<file path="config.mk">
export PLATFORM = sky130hd
export DESIGN_NAME = muldiv_controller
export DESIGN_NICKNAME = d
export VERILOG_FILES = /design/src/rtl/muldiv_controller.sv
export SDC_FILE = /design/constraint.sdc
export NUM_CORES = 1
export LEC_CHECK = 0
export CORE_ASPECT_RATIO = 1.5
export CORE_MARGIN = 8
export CORE_UTILIZATION = 49
export DETAILED_ROUTE_END_ITERATION = 12
export GPL_TIMING_DRIVEN = 0
export HOLD_SLACK_MARGIN = 0.02
export PLACE_DENSITY_LB_ADDON = 0.08
export SYNTH_ARGS = -nofsm -noshare
export SYNTH_HDL_FRONTEND = slang
export SYNTH_SLANG_ARGS = --single-unit
</file>
<file path="constraint.sdc">
create_clock -name clk -period 9.65 [get_ports clk]
set_input_delay 0.965 -clock clk [delete_from_list [all_inputs] [get_ports clk]]
set_output_delay 0.965 -clock clk [all_outputs]
set_load 0.03 [all_outputs]
</file>
<file path="src/rtl/muldiv_controller.sv">
// Iterative MULT/MULTU/DIV/DIVU sequencer for EX: 32 one-bit iterations on operand
// magnitudes, sign fix-up and HI/LO write-back on the last iteration edge.
//
// state  | meaning
// IDLE   | waiting for a mul/div in EX; a start (not flushed) stalls this cycle
// RUN    | one shift-add / restoring-divide iteration per cycle, pipeline stalled
// DONE   | HI/LO just written, done pulsed, instruction still in EX
module muldiv_controller #(
  parameter int WIDTH = 32
) (
  input  logic             clk,
  input  logic             rst,
  input  logic             startE,
  input  logic [1:0]       opE,
  input  logic [WIDTH-1:0] srcAE,
  input  logic [WIDTH-1:0] srcBE,
  input  logic             flushE,
  output logic             stallE,
  output logic             busy,
  output logic             done,
  output logic [WIDTH-1:0] hi,
  output logic [WIDTH-1:0] lo
);

  localparam int CW = $clog2(WIDTH);
  localparam logic [1:0] S_IDLE = 2'd0;
  localparam logic [1:0] S_RUN  = 2'd1;
  localparam logic [1:0] S_DONE = 2'd2;

  logic [1:0]         state;
  logic [CW-1:0]      cnt;

  logic               is_div;
  logic               neg_res;
  logic               neg_rem;
  logic               div_zero;
  logic [WIDTH-1:0]   a_raw;
  logic [WIDTH-1:0]   op_a;
  logic [WIDTH-1:0]   op_b;
  logic [2*WIDTH-1:0] prod;
  logic [WIDTH-1:0]   rem;
  logic [WIDTH-1:0]   quo;

  logic               start_ok;
  logic               last_iter;
  logic               sign_a;
  logic               sign_b;
  logic [WIDTH-1:0]   mag_a;
  logic [WIDTH-1:0]   mag_b;

  logic [WIDTH:0]     mul_sum;
  logic [2*WIDTH-1:0] prod_nxt;
  logic [WIDTH:0]     rem_sh;
  logic [WIDTH:0]     div_diff;
  logic               div_ok;
  logic [WIDTH-1:0]   rem_nxt;
  logic [WIDTH-1:0]   quo_nxt;
  logic [2*WIDTH-1:0] prod_fix;
  logic [WIDTH-1:0]   quo_fix;
  logic [WIDTH-1:0]   rem_fix;

  assign start_ok  = (state == S_IDLE) && startE && !flushE;
  assign last_iter = (state == S_RUN) && (cnt == CW'(WIDTH - 1));

  assign busy   = (state == S_RUN);
  assign done   = (state == S_DONE);
  assign stallE = !rst && (start_ok || (state == S_RUN));

  // Unsigned ops (opE[0] = 1) keep the raw operand bits.
  assign sign_a = srcAE[WIDTH-1] & ~opE[0];
  assign sign_b = srcBE[WIDTH-1] & ~opE[0];
  assign mag_a  = sign_a ? -srcAE : srcAE;
  assign mag_b  = sign_b ? -srcBE : srcBE;

  always_comb begin
    mul_sum  = {1'b0, prod[2*WIDTH-1:WIDTH]} + (prod[0] ? {1'b0, op_a} : '0);
    prod_nxt = {mul_sum, prod[WIDTH-1:1]};

    // A failed trial subtract implies rem_sh < divisor, so its top bit is zero.
    rem_sh   = {rem, quo[WIDTH-1]};
    div_diff = rem_sh - {1'b0, op_b};
    div_ok   = !div_diff[WIDTH];
    rem_nxt  = div_ok ? div_diff[WIDTH-1:0] : rem_sh[WIDTH-1:0];
    quo_nxt  = {quo[WIDTH-2:0], div_ok};

    prod_fix = neg_res ? -prod_nxt : prod_nxt;
    quo_fix  = neg_res ? -quo_nxt  : quo_nxt;
    rem_fix  = neg_rem ? -rem_nxt  : rem_nxt;
  end

  always_ff @(posedge clk) begin
    if (rst) begin
      state <= S_IDLE;
      cnt   <= '0;
      hi    <= '0;
      lo    <= '0;
    end else begin
      case (state)
        S_IDLE: begin
          if (start_ok) begin
            state <= S_RUN;
            cnt   <= '0;
          end
        end
        S_RUN: begin
          if (flushE) begin
            state <= S_IDLE;
          end else if (last_iter) begin
            state <= S_DONE;
            if (is_div) begin
              if (div_zero) begin
                hi <= a_raw;
                lo <= '1;
              end else begin
                hi <= rem_fix;
                lo <= quo_fix;
              end
            end else begin
              hi <= prod_fix[2*WIDTH-1:WIDTH];
              lo <= prod_fix[WIDTH-1:0];
            end
          end else begin
            cnt <= cnt + 1'b1;
          end
        end
        S_DONE: state <= S_IDLE;
        default: state <= S_IDLE;
      endcase
    end
  end

  // Datapath registers need no reset: they are always loaded before RUN.
  always_ff @(posedge clk) begin
    if (start_ok) begin
      is_div   <= opE[1];
      neg_res  <= sign_a ^ sign_b;
      neg_rem  <= sign_a;
      div_zero <= (srcBE == '0);
      a_raw    <= srcAE;
      op_a     <= mag_a;
      op_b     <= mag_b;
      prod     <= {{WIDTH{1'b0}}, mag_b};
      rem      <= '0;
      quo      <= mag_a;
    end else if (state == S_RUN) begin
      if (is_div) begin
        rem <= rem_nxt;
        quo <= quo_nxt;
      end else begin
        prod <= prod_nxt;
      end
    end
  end

endmodule
</file>
==> reports/qor.yml <==
fin_crit_sh: 0.883
synth_top_area_frac: 0.246
setup_viol: 0
ys_ff_latch: 298
cts_tree: "done"
worstSetupStartpointType: "flip-flop"
ys_types: 84
syn-num-nets: 2467
globalRoute.totalOverflow: 0
place_inst: 2966
portBuffers: 135
synth_most_common_cell: "nand2_1"
criticalPathCategory: "flip-flop to flip-flop"
start_util: 0.495
routabilityCongestion: 1.04
post-cts-setup-buffers: 0
wl_microns: 81100
dieArea_sq_um: 47400
core_sq_um: 40100
die_y_microns: 263
hp-start: "lo[15]"
io_pins: 137
synthCells: 2324
p_sw_uw: 1010
power_density_nw_per_um2: 147
fin_area_sq_um: 22900
finalClockSkew_ns: 0.0138
maxCapViolCount: 0
synth_area_sq_um: 19900
regToRegSetupSlack_ns: 1.13
drt_first_iter_violations: 1637
maxSlewViolCount: 0
path_max_fanout: 10
setup_tns_ns: 0
crit_arrival_ns: 8.98
clk_pin_slew_ns: 0.07
ys_seq_area_frac: 0.382
netlist_top_cells_count: "388 x nand2_1, 163 x edfxtp_1, 162 x a21oi_1"
antenna_found_initial: 0
cts_buffers: 30
grt_pass1_wl_microns: 118000
grt_max_degree: 64
hpwl_microns: 65000
yosysWarnings: 0
drt-pass1-iter-count: 8
comb_power_share: 0.191
drive_above_1_share: 0.0382
syn_to_final_growth_pct: 15.3
status: "completed"
ant_nets: 0
synth_edf_count: 163
power_frac_seq: 0.433
met3_length_microns: 4530
cpMaxStageDelayCell: "o41ai_2"
tightest_slew_ns: 1.41
top_layer_used: "met4"
p_total_uw: 3360
ys_async_sr_fraction: 0
rows: 90
num-nets-final: 2635
period_needed_ns: 8.52
worstPathRequired_ns: 10.11
r2r-start: "quo[31]"
place_area_sq_um: 21900
die_w_microns: 180
hold_viol: 0
clock_sinks: 298
first_global_vias: 19019
synth_area_leaders: "edfxtp_1 25%, dfxtp_1 14%, nand2_1 7.3%"
p_int_uw: 2350
synth_top_area_cell: "edfxtp_1"
hold_path.class: "flip-flop to flip-flop"
clockRootBuffer: "clkbuf_16"
cts.path.max_buffers: 3
cts.repair.resized: 0
ctsHoldBuffers: 0
route.detailed.drc: 0
instances_no_fill: 3023
worstSetupStartpoint: "quo[31]"
num_vias: 19295
leakage_uw: 0.00874
vias_per_cell: 6.38
fmax_mhz: 117
grtUsageTotal: 0.328
wl_met2_microns: 40600
swShare: 0.301
wl_per_cell_microns: 26.8
power_frac_clock: 0.376
fill_cells: 3738
cts.htree.levels: 1
slowest_delay_ns: 1.19
avgSynthCellArea_sq_um: 8.55
slew-limit-headroom: 0.0384
wl_met1_microns: 28400
rsz0062_at_grt: "false"
synthFlopType: "edfxtp_1"
worstSetupEndpointType: "flip-flop"
clk-insertion-delay-late_ns: 0.58
max-vdd-ir-drop_mv: 0.124
==> worst paths after layout <==
| check | depth (start not counted) | end |
|---|---|---|
| max | 26 | hi[20] |
| max reg2reg | 26 | hi[20] |
| min reg2reg | 2 | lo[15] |
| min | 2 | lo[15] |
==> placed cells by master, fill, tap and decap left out, drive strengths merged, types with 17 or more instances in the layout <==
cell type / netlist / routed
a21oi: 162 / 162
and2: 48 / 48
nor4: 27 / 27
clkdlybuf4s50: 0 / 135
inv: 67 / 70
a22o: 31 / 31
xnor2: 129 / 129
nand2b: 18 / 18
o221ai: 28 / 28
edfxtp: 163 / 163
nand2: 388 / 388
or2: 20 / 20
ha: 71 / 71
nand3: 26 / 26
nor3: 57 / 57
nor2: 161 / 161
mux2i: 33 / 33
or4: 20 / 20
clkbuf: 113 / 149
xor2: 100 / 100
or3: 34 / 34
o31ai: 38 / 38
and3: 22 / 22
a21o: 31 / 31
o211ai: 38 / 38
o21ai: 145 / 145
dfxtp: 135 / 135
o41ai: 17 / 17
==> metrics by stage <==
stage	util	hold WS (ns)	setup WS, ns
floorplan	-	0.432	4.02
global placement	0.545	0.437	1.17
detailed placement	0.546	0.441	1.64
CTS	0.571	0.450	1.58
global route	0.571	0.469	0.889
finish	0.571	0.449	1.13
==> cell type report <==
| cell class | instances | area, sq um | share of cell area |
|---|---|---|---|
| multi-input combinational | 1832 | 11500 | 0.503 |
| sequential | 298 | 7600 | 0.332 |
| timing repair buffer | 136 | 1380 | 0.0602 |
| clock buffer | 36 | 795 | 0.0347 |
| tap | 506 | 633 | 0.0276 |
| buffer | 126 | 482 | 0.0210 |
| inverter | 68 | 255 | 0.0111 |
| clock inverter | 20 | 234 | 0.0102 |
| antenna | 1 | 2.50 | 0.000109 |
==> layer usage <==
layer | up-vias | global-route usage
met5 | - | 0
met4 | 0 | 0.273
met3 | 322 | 0.0360
met2 | 948 | 0.596
met1 | 9233 | 0.334
li1 | 8792 | -
==> critical path: cells and delay by family, from the launching register on <==
kind                     cells  cell delay [ns]
adder cells (fa/ha/maj)      3             0.99
buffers and inverters        6             1.71
AO/OA/AOI/OAI                8             2.90
flip-flops                   1             0.50
XOR/XNOR                     1             0.26
AND/OR/NAND/NOR              8             2.00
==> flip-flops by register name (all words and copies together) (netlist names), 2 cells and up <==
name   count
prod      64
hi        32
rem       32
op_a      31
op_b      32
quo       32
state      2
lo        32
a_raw     32
cnt        5
==> power by group through the flow <==
| stage | registers [uW] | logic [uW] | clock network [uW] |
|---|---|---|---|
| final | 1450 | 641 | 1260 |
| after global routing | 1460 | 682 | 1310 |
| after CTS | 1450 | 625 | 1260 |
| after detailed placement | 1480 | 620 | 0 |
| after global placement | 1480 | 612 | 0 |
| after floorplan | 1470 | 397 | 0 |
==> logic make-up after synthesis <==
kind of cell,share of synthesized area
compound gates,0.211
xor+xnor,0.101
fa+ha+maj,0.0467
buf+inv,0.0369
flops,0.382
mux,0.0189
simple gates,0.203
Note: power is estimated with default switching activity, not from simulation.
